==> config.mk <==
export PLATFORM = sky130hd
export DESIGN_NAME = memory_port_arbiter
export DESIGN_NICKNAME = d
export VERILOG_FILES = /design/src/rtl/memory_port_arbiter_pkg.sv /design/src/rtl/memory_port_arbiter_starvation_counter.sv /design/src/rtl/memory_port_arbiter.sv
export SDC_FILE = /design/constraint.sdc
export NUM_CORES = 1
export LEC_CHECK = 0
export CAP_MARGIN = 20
export CELL_PAD_IN_SITES_DETAIL_PLACEMENT = 0
export CELL_PAD_IN_SITES_GLOBAL_PLACEMENT = 1
export CORE_ASPECT_RATIO = 1.5
export CORE_MARGIN = 4
export CORE_UTILIZATION = 13
export DETAILED_ROUTE_END_ITERATION = 10
export GPL_TIMING_DRIVEN = 0
export MAX_ROUTING_LAYER = met4
export PLACE_DENSITY = 0.85
export SETUP_SLACK_MARGIN = 0.3
export SKIP_LAST_GASP = 1
export SLEW_MARGIN = 40
export SYNTH_ARGS = -nofsm -noshare
export SYNTH_HDL_FRONTEND = slang
export SYNTH_SLANG_ARGS = --single-unit
==> constraint.sdc <==
create_clock -name clock -period 6.5 [get_ports clock]
set_clock_uncertainty 0.05 [all_clocks]
set_input_delay 1.3 -clock clock [delete_from_list [all_inputs] [get_ports clock]]
set_output_delay 1.3 -clock clock [all_outputs]
set_load 0.01 [all_outputs]
==> src/rtl/memory_port_arbiter_pkg.sv <==
// Shared types for the data-memory port arbiter: one-hot arbiter state and access owner.
package memory_port_arbiter_pkg;

    typedef enum logic [3:0] {
        IDLE   = 4'b0001,
        OWN_C  = 4'b0010,
        OWN_D  = 4'b0100,
        LOCK_C = 4'b1000
    } arb_state_t;

    typedef enum logic [1:0] {
        OWNER_NONE = 2'd0,
        OWNER_C    = 2'd1,
        OWNER_D    = 2'd2
    } arb_owner_t;

    localparam int unsigned WAIT_W = 8;

endpackage

==> src/rtl/memory_port_arbiter_starvation_counter.sv <==
// Saturating wait counter for the D port; sat tells the arbiter D must override core priority.
module arb_starvation_counter
    import memory_port_arbiter_pkg::*;
(
    input  logic              clock,
    input  logic              reset,
    input  logic              inc,
    input  logic              clr,
    input  logic [WAIT_W-1:0] limit,
    output logic [WAIT_W-1:0] count,
    output logic              sat
);

    logic [WAIT_W-1:0] count_q;
    logic [WAIT_W-1:0] count_d;

    always_comb begin
        count_d = count_q;
        if (clr) begin
            count_d = '0;
        end else if (inc && (count_q < limit)) begin
            count_d = count_q + 1'b1;
        end
    end

    always_ff @(posedge clock or posedge reset) begin
        if (reset) begin
            count_q <= '0;
        end else begin
            count_q <= count_d;
        end
    end

    assign count = count_q;
    assign sat   = (count_q >= limit);

endmodule

==> src/rtl/memory_port_arbiter.sv <==
// Data-memory port arbiter: core (C) fixed priority with lock, DMA/debug (D) starvation override.
// Optional grant/stall statistics are built when ARB_STATS_EN is defined.
module memory_port_arbiter
    import memory_port_arbiter_pkg::*;
#(
    parameter int ADDR_W       = 30,
    parameter int DATA_W       = 32,
    parameter int MAX_DMA_WAIT = 8
)
(
    input  logic                clock,
    input  logic                reset,
    input  logic                c_req,
    input  logic                c_we,
    input  logic                c_lock,
    input  logic [ADDR_W-1:0]   c_addr,
    input  logic [DATA_W-1:0]   c_wdata,
    input  logic [DATA_W/8-1:0] c_be,
    output logic                c_gnt,
    output logic                c_rvalid,
    input  logic                d_req,
    input  logic                d_we,
    input  logic [ADDR_W-1:0]   d_addr,
    input  logic [DATA_W-1:0]   d_wdata,
    input  logic [DATA_W/8-1:0] d_be,
    output logic                d_gnt,
    output logic                d_rvalid,
    output logic [DATA_W-1:0]   rdata,
    output logic                mem_en,
    output logic                mem_we,
    output logic [ADDR_W-1:0]   mem_addr,
    output logic [DATA_W-1:0]   mem_wdata,
    output logic [DATA_W/8-1:0] mem_be,
    input  logic [DATA_W-1:0]   mem_rdata,
    output logic [3:0]          dbg_state,
    output logic [WAIT_W-1:0]   dbg_wait_cnt
`ifdef ARB_STATS_EN
    ,
    output logic [31:0]         stat_c_grants,
    output logic [31:0]         stat_d_grants,
    output logic [31:0]         stat_d_stall
`endif
);

    // Handshake: a requester holds req and its fields stable until gnt; gnt is
    // combinational in the issue cycle, and a read's rvalid follows exactly one cycle later.

    arb_state_t state_q, state_d;
    arb_owner_t winner;
    logic       wait_sat;
    logic       rv_valid_q, rv_valid_d;
    logic       rv_owner_q, rv_owner_d;

    arb_starvation_counter u_wait (
        .clock (clock),
        .reset (reset),
        .inc   (d_req && !d_gnt),
        .clr   (!d_req || d_gnt),
        .limit (WAIT_W'(MAX_DMA_WAIT)),
        .count (dbg_wait_cnt),
        .sat   (wait_sat)
    );

    always_comb begin
        winner  = OWNER_NONE;
        state_d = IDLE;
        if (state_q == LOCK_C) begin
            if (c_req) winner = OWNER_C;
        end else if (d_req && wait_sat) begin
            winner = OWNER_D;
        end else if (c_req) begin
            winner = OWNER_C;
        end else if (d_req) begin
            winner = OWNER_D;
        end
        // Grants are suppressed while reset is held so every output is quiet.
        if (reset) winner = OWNER_NONE;

        case (winner)
            OWNER_C: state_d = c_lock ? LOCK_C : OWN_C;
            OWNER_D: state_d = OWN_D;
            default: state_d = ((state_q == LOCK_C) && c_lock) ? LOCK_C : IDLE;
        endcase
    end

    always_comb begin
        c_gnt     = (winner == OWNER_C);
        d_gnt     = (winner == OWNER_D);
        mem_en    = c_gnt || d_gnt;
        mem_we    = 1'b0;
        mem_addr  = '0;
        mem_wdata = '0;
        mem_be    = '0;
        if (c_gnt) begin
            mem_we    = c_we;
            mem_addr  = c_addr;
            mem_wdata = c_wdata;
            mem_be    = c_be;
        end else if (d_gnt) begin
            mem_we    = d_we;
            mem_addr  = d_addr;
            mem_wdata = d_wdata;
            mem_be    = d_be;
        end
        rv_valid_d = mem_en && !mem_we;
        rv_owner_d = d_gnt;
    end

    always_ff @(posedge clock or posedge reset) begin
        if (reset) begin
            state_q    <= IDLE;
            rv_valid_q <= 1'b0;
            rv_owner_q <= 1'b0;
        end else begin
            state_q    <= state_d;
            rv_valid_q <= rv_valid_d;
            rv_owner_q <= rv_owner_d;
        end
    end

    assign c_rvalid  = rv_valid_q && !rv_owner_q;
    assign d_rvalid  = rv_valid_q && rv_owner_q;
    assign rdata     = rv_valid_q ? mem_rdata : '0;
    assign dbg_state = state_q;

`ifdef ARB_STATS_EN
    logic [31:0] stat_c_q, stat_c_d;
    logic [31:0] stat_d_q, stat_d_d;
    logic [31:0] stat_s_q, stat_s_d;

    always_comb begin
        stat_c_d = stat_c_q;
        stat_d_d = stat_d_q;
        stat_s_d = stat_s_q;
        if (c_gnt && (stat_c_q != '1)) stat_c_d = stat_c_q + 1'b1;
        if (d_gnt && (stat_d_q != '1)) stat_d_d = stat_d_q + 1'b1;
        if (d_req && !d_gnt && (stat_s_q != '1)) stat_s_d = stat_s_q + 1'b1;
    end

    always_ff @(posedge clock or posedge reset) begin
        if (reset) begin
            stat_c_q <= '0;
            stat_d_q <= '0;
            stat_s_q <= '0;
        end else begin
            stat_c_q <= stat_c_d;
            stat_d_q <= stat_d_d;
            stat_s_q <= stat_s_d;
        end
    end

    assign stat_c_grants = stat_c_q;
    assign stat_d_grants = stat_d_q;
    assign stat_d_stall  = stat_s_q;
`endif

endmodule

==> Word level (Yosys, flattened, before mapping) <==
Index checks and enable logic that the tools add are counted.
{ "word_totals": {"regBits": 14, "latch_bits": 0, "mem_bits_rw": 0, "rom_bits": 0, "input_bits": 171, "out_inout_bits": 116, "elab_cells": 44, "memories": 0} }
{ "op_classes": {"add_sub_neg": 1, "n_mul": 0, "div_mod_pow": 0, "magnitude_cmp": 2, "n_eq_ne": 3, "n_shift": 0, "mux": 20, "bitwise": 0, "reduce_logical": 14} }
{ "op_table": {"columns": ["operator", "n"], "rows": [
  ["32-bit 2-to-1 mux", 3],
  ["30-bit 2-to-1 mux", 2],
  ["4-bit 2-to-1 mux", 4],
  ["8-bit 2-to-1 mux", 2],
  ["2-bit 2-to-1 mux", 5],
  ["8-bit by 1-bit adder with 8-bit output, second input constant", 1],
  ["8-bit by 4-bit >= comparator with 1-bit output, second input constant", 1],
  ["8-bit by 4-bit < comparator with 1-bit output, second input constant", 1],
  ["4-bit one-hot mux with 2 select lines", 1],
  ["1-bit logical AND", 7],
  ["4-bit == test, second input constant", 1],
  ["1-bit zero test", 4],
  ["1-bit 2-to-1 mux", 3],
  ["2-bit by 1-bit == test with 1-bit output, second input constant", 1],
  ["2-bit == test, second input constant", 1],
  ["1-bit logical OR", 2],
  ["2-bit nonzero test", 1]
]} }

==> Logic depth before layout (Yosys ltp) <==
Gate-level depths: netlist (run 1).
{ "logic_depth": {"ltp_word": 11, "mapped_depth": 8, "mapped_depth_nobuf": 7} }

==> Hierarchy <==
A second synthesis (run 1) with hierarchy kept.
{ "unflattened": {"hier_cells": 359, "hier_area_um2": 2129.5} }
{ "by_module_without_submodules": {"columns": ["module", "n_inst", "cells_each", "area_per_inst_um2", "seq_area_each_um2"], "rows": [
  ["memory_port_arbiter", 1, 282, 1452.6, 151.4],
  ["arb_starvation_counter", 1, 77, 676.9, 200.2]
]} }

==> Worst setup path before layout (run 1) <==
OpenSTA, ideal clock, no wires.
{ "synth_path": {"path_kind": "in2out", "startpoint": "in d_req", "endpoint": "out mem_addr[10]", "arrival_time_ps": 2863, "t_required_ps": 5150, "setup_slack_ps": 2287, "stages": 7, "path_buffers": 2, "path_cell_list": "nand2b_1 > a211oi_1 > ha_1 > clkbuf_1 > buf_1 > nand2_1 > o21ai_0"} }
{ "synth_between": {"elab_chain_len": 8, "word_cells_on_any_way": 10, "cone_classes": "eq/ne (2); mux (7); reduce/logical (1)"} }
{ "synth_rtl": {"columns": ["element", "line", "rtl"], "rows": [
  ["start: declaration", "memory_port_arbiter.sv:21", "input logic d_req,"],
  ["2-bit 2-to-1 mux", "memory_port_arbiter.sv:73", "end else if (d_req) begin"],
  ["2-bit 2-to-1 mux", "memory_port_arbiter.sv:71", "end else if (c_req) begin"],
  ["2-bit 2-to-1 mux (*)", "memory_port_arbiter.sv:69", "end else if (d_req && wait_sat) begin"],
  ["2-bit 2-to-1 mux (*)", "memory_port_arbiter.sv:67", "if (state_q == LOCK_C) begin"],
  ["2-bit 2-to-1 mux (*)", "memory_port_arbiter.sv:77", "if (reset) winner = OWNER_NONE;"],
  ["2-bit == test (*)", "memory_port_arbiter.sv:88", "d_gnt = (winner == OWNER_D);"],
  ["via d_gnt", "memory_port_arbiter.sv:26", "output logic d_gnt,"],
  ["30-bit 2-to-1 mux (*)", "memory_port_arbiter.sv:99", "end else if (d_gnt) begin"],
  ["30-bit 2-to-1 mux (*)", "memory_port_arbiter.sv:94", "if (c_gnt) begin"],
  ["end: declaration", "memory_port_arbiter.sv:31", "output logic [ADDR_W-1:0] mem_addr,"]
]} }
The timed path passes the listed nets; every way through them passes the cells marked *.

==> Final worst setup path (run 1) <==
{ "layout_path": {"startpoint": "in d_req", "endpoint": "out mem_wdata[14]"} }
{ "layout_between": {"elab_chain_len": 8, "word_cells_on_any_way": 10, "cone_classes": "eq/ne (2); mux (7); reduce/logical (1)"} }
{ "layout_rtl": {"columns": ["element", "line", "rtl"], "rows": [
  ["2-bit 2-to-1 mux", "memory_port_arbiter.sv:73", null],
  ["2-bit 2-to-1 mux", "memory_port_arbiter.sv:71", null],
  ["2-bit 2-to-1 mux (*)", "memory_port_arbiter.sv:69", null],
  ["2-bit 2-to-1 mux (*)", "memory_port_arbiter.sv:67", null],
  ["2-bit 2-to-1 mux (*)", "memory_port_arbiter.sv:77", null],
  ["2-bit == test", "memory_port_arbiter.sv:88", null],
  ["32-bit 2-to-1 mux", "memory_port_arbiter.sv:99", null],
  ["32-bit 2-to-1 mux (*)", "memory_port_arbiter.sv:94", null],
  ["end: declaration", "memory_port_arbiter.sv:32", "output logic [DATA_W-1:0] mem_wdata,"]
]} }
Every way passes the cells marked *; elsewhere a longest branch is shown, timed or not.

==> results of run 1 <==
## metal layers
metal	vias up	GRT usage [%]
li1	1578	-
met1	1387	11.5
met2	205	25.9
met3	6	2.12
met4	0	1.88
met5	-	-
## kinds of logic (layout without fill, tap and decap cells)
family / after synthesis / in the layout / synth area share [%]
buffers and inverters: 30 / 320 / 6.43
adders and majority gates: 5 / 5 / 3.53
DFF: 14 / 14 / 19.9
AOI/OAI and AO/OA: 77 / 77 / 24.0
and+or+nand+nor: 181 / 181 / 45.7
muxes: 1 / 1 / 0.565
## synthesized netlist by cell type (2+ instances only)
master / count / share of area, %
o21ai_0: 65 / 18
dfrtp_1: 13 / 18
nor2_1: 3 / 0.64
buf_1: 3 / 0.64
inv_1: 5 / 1.1
clkbuf_1: 21 / 4.5
ha_1: 5 / 3.5
nor2b_1: 4 / 1.4
nand2b_1: 2 / 0.71
nand2_1: 131 / 28
and2_1: 37 / 13
a22o_1: 4 / 2.0
## worst max-delay path, stage by stage
cell and delay [ps]:
clkdlybuf4s50_1 490, nand2b_1 110, a211oi_1 310, ha_1 310, clkbuf_1 500, clkbuf_1 420
nand2_1 90, o21ai_0 270, clkdlybuf4s50_1 610
## flip-flops by register name, summed over array words and instances, names as in the netlist
signal	count
rv_valid_q	1
u_wait.count	8
dbg_state	4
rv_owner_q	1
## layout by cell type, fill, tap and decap left out
master / n
o21a_1: 1
or4_4: 1
buf_1: 3
dfstp_2: 1
and3_1: 1
inv_1: 5
nor4b_1: 1
a211oi_1: 1
nor2_1: 3
nand2_1: 131
mux2i_1: 1
a22o_1: 4
ha_1: 5
a32o_1: 1
buf_2: 1
a21oi_1: 1
o21ai_0: 65
clkbuf_1: 22
o311ai_0: 1
dfrtp_1: 13
o41ai_1: 1
nor2b_1: 4
a211o_1: 1
clkdlybuf4s50_1: 286
or4b_1: 1
a21boi_0: 1
clkbuf_16: 3
and2_1: 37
nand2b_1: 2
## layout make-up
cell class,instances,share of cell area [%]
well taps,162,4.12
multi-input cells,264,26.6
repair buffers,286,58.2
inverters,5,0.382
clock buffers,4,1.60
plain buffers,25,1.93
flip-flops and latches,14,7.15
## worst max-delay path by stage
stage / startpoint / endpoint / slack (ps) / cells after the start
floorplan: d_req / mem_addr[10] / 2290 / 7
global placement: c_req / mem_be[0] / 630 / 8
detailed placement: c_req / mem_wdata[0] / 610 / 8
CTS: c_req / mem_wdata[0] / 590 / 8
global route: d_req / mem_wdata[14] / 390 / 9
finish: d_req / mem_wdata[14] / 720 / 9
## per-stage QoR
step	cells	util (%)	setup WS (ps)	hold slack (ps)	area (um2)
final	760	36.7	721	468	4910
after global routing	760	36.7	389	474	4910
after CTS	760	36.7	594	480	4910
after detailed placement	756	36.1	606	466	4840
after global placement	756	36.1	635	456	4840
after floorplan	308	-	2290	495	1770
## power groups by stage
stage | clock network [mW] | registers, mW | logic, mW
after floorplan | 0 | 0.0967 | 0.0754
after global placement | 0 | 0.0964 | 0.276
after detailed placement | 0 | 0.0967 | 0.279
after CTS | 0.116 | 0.0954 | 0.280
after global routing | 0.119 | 0.0957 | 0.296
final | 0.114 | 0.0951 | 0.276
==> flow_metrics.py, run 1 <==
metrics = {
    "logic_synthesis": {
        "avgSynthCellArea_um2": 5.75,
        "synth_edf_count": 0,
        "syn_inst": 308,
        "yosysSeqAreaShare_pct": 19.9,
        "synthArstFlopShare_pct": 100,
        "ys_ff_latch": 14,
        "yosys_warnings": 0,
        "synth_area_mm2": 0.00177,
        "syn-num-nets": 484,
        "ys_types": 27,
        "ys.flop_type": "dfrtp_1",
    },
    "routing": {
        "ant_nets": 0,
        "vias": 3176,
        "met2WireLength_um": 5990,
        "wl_met3_um": 1290,
        "drt-initial-drc-count": 46,
        "wl_met1_um": 3640,
        "drc": 0,
        "first_pass_iters": 4,
        "top_layer": "met4",
        "routed_wl_um": 11000,
        "vias_per_cell": 4.18,
        "detail_route.wl_per_cell_um": 14.5,
    },
    "clock_network": {
        "post_cts_buffers": 0,
        "ctsHoldBuffers": 0,
        "cts_buffers": 3,
        "cts_max_path_buffers": 2,
        "cts.htree.levels": 1,
        "clk_pin_slew_ps": 50,
        "cts_tree": "yes",
        "clock-sinks": 14,
        "insertion_delay_ps": 240,
        "cts_resized": 0,
        "cts-root-buf": "clkbuf_16",
    },
    "layout": {
        "fin_nets": 775,
        "drive_gt1_share_pct": 1.00,
        "register_area_um2": 352,
        "multi_input_area_mm2": 0.00131,
        "diodes": 0,
        "area_growth_pct": 178,
        "fillCellCount": 1401,
    },
    "place": {
        "dp_hpwl_um": 9580,
        "gp_congestion": 0.788,
        "portBuffers": 286,
    },
    "floorplanning": {
        "num_io_pins": 287,
        "core_mm2": 0.0134,
        "die_h_um": 151,
        "die_w_um": 103,
        "die_area_mm2": 0.0156,
        "initial_core_util_pct": 13.2,
        "row_count": 52,
    },
    "grt": {
        "grt_pass1_wl_um": 14700,
        "grt_max_degree": 15,
        "track_usage_pct": 12.4,
        "grt_antenna_before_repair": 0,
        "grt-ovfl-total": 0,
        "grt_pass1_vias": 3031,
    },
    "power": {
        "finalPower_mw": 0.485,
        "p_per_area_mw_per_mm2": 98.7,
        "p_sw_share_pct": 27.7,
        "p_sw_mw": 0.134,
        "p_clk_share_pct": 23.6,
        "power_frac_seq_pct": 19.6,
        "vdd_drop_max_mv": 0.0725,
        "internal-power_mw": 0.351,
        "p_leak_nw": 1.80,
        "comb_power_share_pct": 56.8,
    },
    "sta": {
        "worstMarginPinSlew_ps": 612,
        "fmax_mhz": 173,
        "relSlewSlack_pct": 59.2,
        "timing.final.crit_period_ps": 5780,
        "finalSetupTns_ps": 0,
        "slew_viol_final": 0,
        "rsz0062_at_grt": "false",
        "final_hold_viol_count": 0,
        "setup_viol": 0,
        "fin_crit_sh_pct": 88.9,
    },
    "worst_setup_path": {
        "critPathMaxFanout": 10,
        "ff2ff_path_depth": 8,
        "critPathLaunchType": "input pin",
        "crit_path_end_kind": "primary output",
        "r2r_end": "dbg_state[3]",
        "rrSetupSlack_ps": 3000,
        "timing.rr.start": "u_wait.count[6]",
        "cp.arrival_ps": 4430,
        "crit_required_ps": 5150,
        "path_class": "in -> out",
    },
    "status": {
        "status": "finished, final reports clean",
    },
    "worst_hold_path": {
        "hp-class": "reg -> reg",
        "min_path_cells": 1,
        "worstHoldStart": "u_wait.count[6]",
        "whs_endpoint": "u_wait.count[6]",
    },
    "job": {
        "cap_violations": 0,
    },
}
No activity file was read; power rests on OpenSTA's default activity.
==> inputs of run 2 (changes only) <==
--- a/config.mk
+++ b/config.mk
@@ -17,7 +17,6 @@
 export PLACE_DENSITY = 0.85
 export SETUP_SLACK_MARGIN = 0.3
 export SKIP_LAST_GASP = 1
-export SLEW_MARGIN = 40
 export SYNTH_ARGS = -nofsm -noshare
 export SYNTH_HDL_FRONTEND = slang
 export SYNTH_SLANG_ARGS = --single-unit
==> constraint.sdc (replaced) <==
create_clock -name clock -period 6.8 [get_ports clock]
set_clock_uncertainty 0.05 [all_clocks]
set_input_delay 1.36 -clock clock [delete_from_list [all_inputs] [get_ports clock]]
set_output_delay 1.36 -clock clock [all_outputs]
set_load 0.01 [all_outputs]
==> results of run 2 <==
Same layout as run 1 (identical final DEF). Status: finished, final reports clean.
Main changes from that run: setup slack after placement 606 ps -> 786 ps; setup slack after layout 721 ps -> 901 ps; register-to-register setup slack 3000 ps -> 3300 ps; total power 0.485 mW -> 0.464 mW; worst IR drop on VDD 0.0725 mV -> 0.0693 mV
==> inputs of run 3 (changes only) <==
--- a/config.mk
+++ b/config.mk
@@ -8,7 +8,7 @@
 export CAP_MARGIN = 20
 export CELL_PAD_IN_SITES_DETAIL_PLACEMENT = 0
 export CELL_PAD_IN_SITES_GLOBAL_PLACEMENT = 1
-export CORE_ASPECT_RATIO = 1.5
+export CORE_ASPECT_RATIO = 1.4
 export CORE_MARGIN = 4
 export CORE_UTILIZATION = 13
 export DETAILED_ROUTE_END_ITERATION = 10
==> run 3 against run 2 <==
- worst hold slack worse by 1.6 ps
- cell area is 0.71% higher
- global-route usage is 1.4 points higher
- clock power is 10% higher
- sequential power hardly changed
- die area hardly changed
- power is 2.8% higher
- critical path depth stayed put
- utilization is 0.30 points higher
- maximum frequency is 1.3% lower
- largest cell class unchanged
- largest power group unchanged
- highest routed layer unchanged
==> flow_metrics.py, run 3 (same netlist as run 1, synthesis figures left out) <==
metrics = {
    "status": {
        "status": "finished, final reports clean",
    },
    "clock_network": {
        "clk_pin_slew_ps": 40,
        "cts.htree.levels": 1,
        "cts_buffers": 3,
        "post_cts_buffers": 0,
        "clock-sinks": 14,
        "cts_max_path_buffers": 2,
        "cts-root-buf": "clkbuf_16",
        "ctsHoldBuffers": 0,
        "insertion_delay_ps": 240,
        "cts_resized": 0,
        "cts_tree": "yes",
    },
    "worst_setup_path": {
        "crit_chain": "clkdlybuf4s50_1, nand2b_1, a211oi_1, ha_1, clkbuf_1, clkbuf_1, nand2_1, o21ai_0, clkdlybuf4s50_1",
        "crit_required_ps": 5390,
        "path_delay_family": "buffers and inverters",
        "ff2ff_path_depth": 8,
        "r2r_end": "dbg_state[3]",
        "timing.rr.start": "u_wait.count[6]",
        "slowest_stage": "clkdlybuf4s50_1",
        "cp_num_buf_inv": 4,
        "cp.arrival_ps": 4570,
        "slowest_delay_ps": 590,
        "critPathLaunchType": "input pin",
        "critPathMaxFanout": 10,
        "path_class": "in -> out",
        "rrSetupSlack_ps": 3380,
        "crit_path_end_kind": "primary output",
    },
    "floorplanning": {
        "row_count": 50,
        "die_area_mm2": 0.0156,
        "initial_core_util_pct": 13.2,
        "die_h_um": 146,
        "die_w_um": 107,
        "num_io_pins": 287,
        "core_mm2": 0.0134,
    },
    "sta": {
        "fmax_mhz": 167,
        "rsz0062_at_grt": "false",
        "finalSetupTns_ps": 0,
        "slew_viol_final": 0,
        "relSlewSlack_pct": 54.9,
        "whs_ps": 467,
        "fin_crit_sh_pct": 87.9,
        "setup_viol": 0,
        "worstMarginPinSlew_ps": 677,
        "final_hold_viol_count": 0,
        "timing.final.crit_period_ps": 5980,
    },
    "routing": {
        "first_pass_iters": 4,
        "routed_wl_um": 11700,
        "drc": 0,
        "ant_nets": 0,
        "detail_route.wl_per_cell_um": 15.0,
        "vias_per_cell": 4.15,
        "vias": 3238,
        "drt-initial-drc-count": 109,
    },
    "power": {
        "p_leak_nw": 1.80,
        "vdd_drop_max_mv": 0.0495,
        "finalPower_mw": 0.477,
        "p_per_area_mw_per_mm2": 96.3,
    },
    "worst_hold_path": {
        "whs_endpoint": "u_wait.count[6]",
        "min_path_cells": 1,
        "worstHoldStart": "u_wait.count[6]",
        "hp-class": "reg -> reg",
    },
    "grt": {
        "grt_pass1_wl_um": 16900,
        "track_usage_pct": 13.8,
        "grt_antenna_before_repair": 0,
        "grt_max_degree": 15,
        "grt-ovfl-total": 0,
        "grt_pass1_vias": 3302,
    },
    "layout": {
        "diodes": 0,
        "largest_register_ffs": 8,
        "mostFrequentLayoutCells": "286 x clkdlybuf4s50_1, 131 x nand2_1, 65 x o21ai_0, 37 x and2_1, 21 x clkbuf_1",
        "final_common_cell": "clkdlybuf4s50_1",
        "area_growth_pct": 180,
        "drive_gt1_share_pct": 1.17,
        "fillCellCount": 1437,
        "fin_area_mm2": 0.00495,
        "layout.cells.non_filler": 780,
        "fin_nets": 775,
        "register_area_um2": 352,
        "multi_input_area_mm2": 0.00131,
    },
    "place": {
        "portBuffers": 286,
        "dp_hpwl_um": 10100,
        "place_inst": 776,
        "placed_area_mm2": 0.00486,
        "gp_congestion": 0.804,
    },
    "job": {
        "cap_violations": 0,
    },
}
-- run 3: worst max path at each step --
stage               start           end  depth (start not counted)
finish              d_req   mem_addr[5]                          9
global route        d_req  mem_wdata[2]                          9
CTS                 c_req  mem_wdata[2]                          8
detailed placement  d_req  mem_wdata[2]                          9
global placement    c_req  mem_wdata[2]                          8
floorplan           d_req  mem_addr[10]                          7
-- run 3: cell type report --
cell class / instances / share of cell area (%)
repair buffers: 286 / 57.8
multi-input cells: 264 / 26.4
flip-flops and latches: 14 / 7.10
well taps: 182 / 4.60
plain buffers: 25 / 1.92
clock buffers: 4 / 1.79
inverters: 5 / 0.379
-- run 3: routing by layer --
layer	track usage (%)	wire length, um	vias to the layer above
li1	-	-	1580
met1	13.8	4100	1429
met2	27.2	6250	215
met3	2.83	1100	14
met4	2.69	213	0
met5	-	0	-
-- run 3: power breakdown --
group / internal [mW] / switching [mW]
clock: 0.0888 / 0.0312
sequential: 0.0873 / 0.00345
combinational: 0.169 / 0.0966
-- run 3: per-stage QoR --
step	util (%)	worst slack [ps]
2_1_floorplan	-	2470
3_3_place_gp	36.3	736
3_5_place_dp	36.3	688
4_1_cts	37.0	655
5_1_grt	37.0	581
6_report	37.0	822
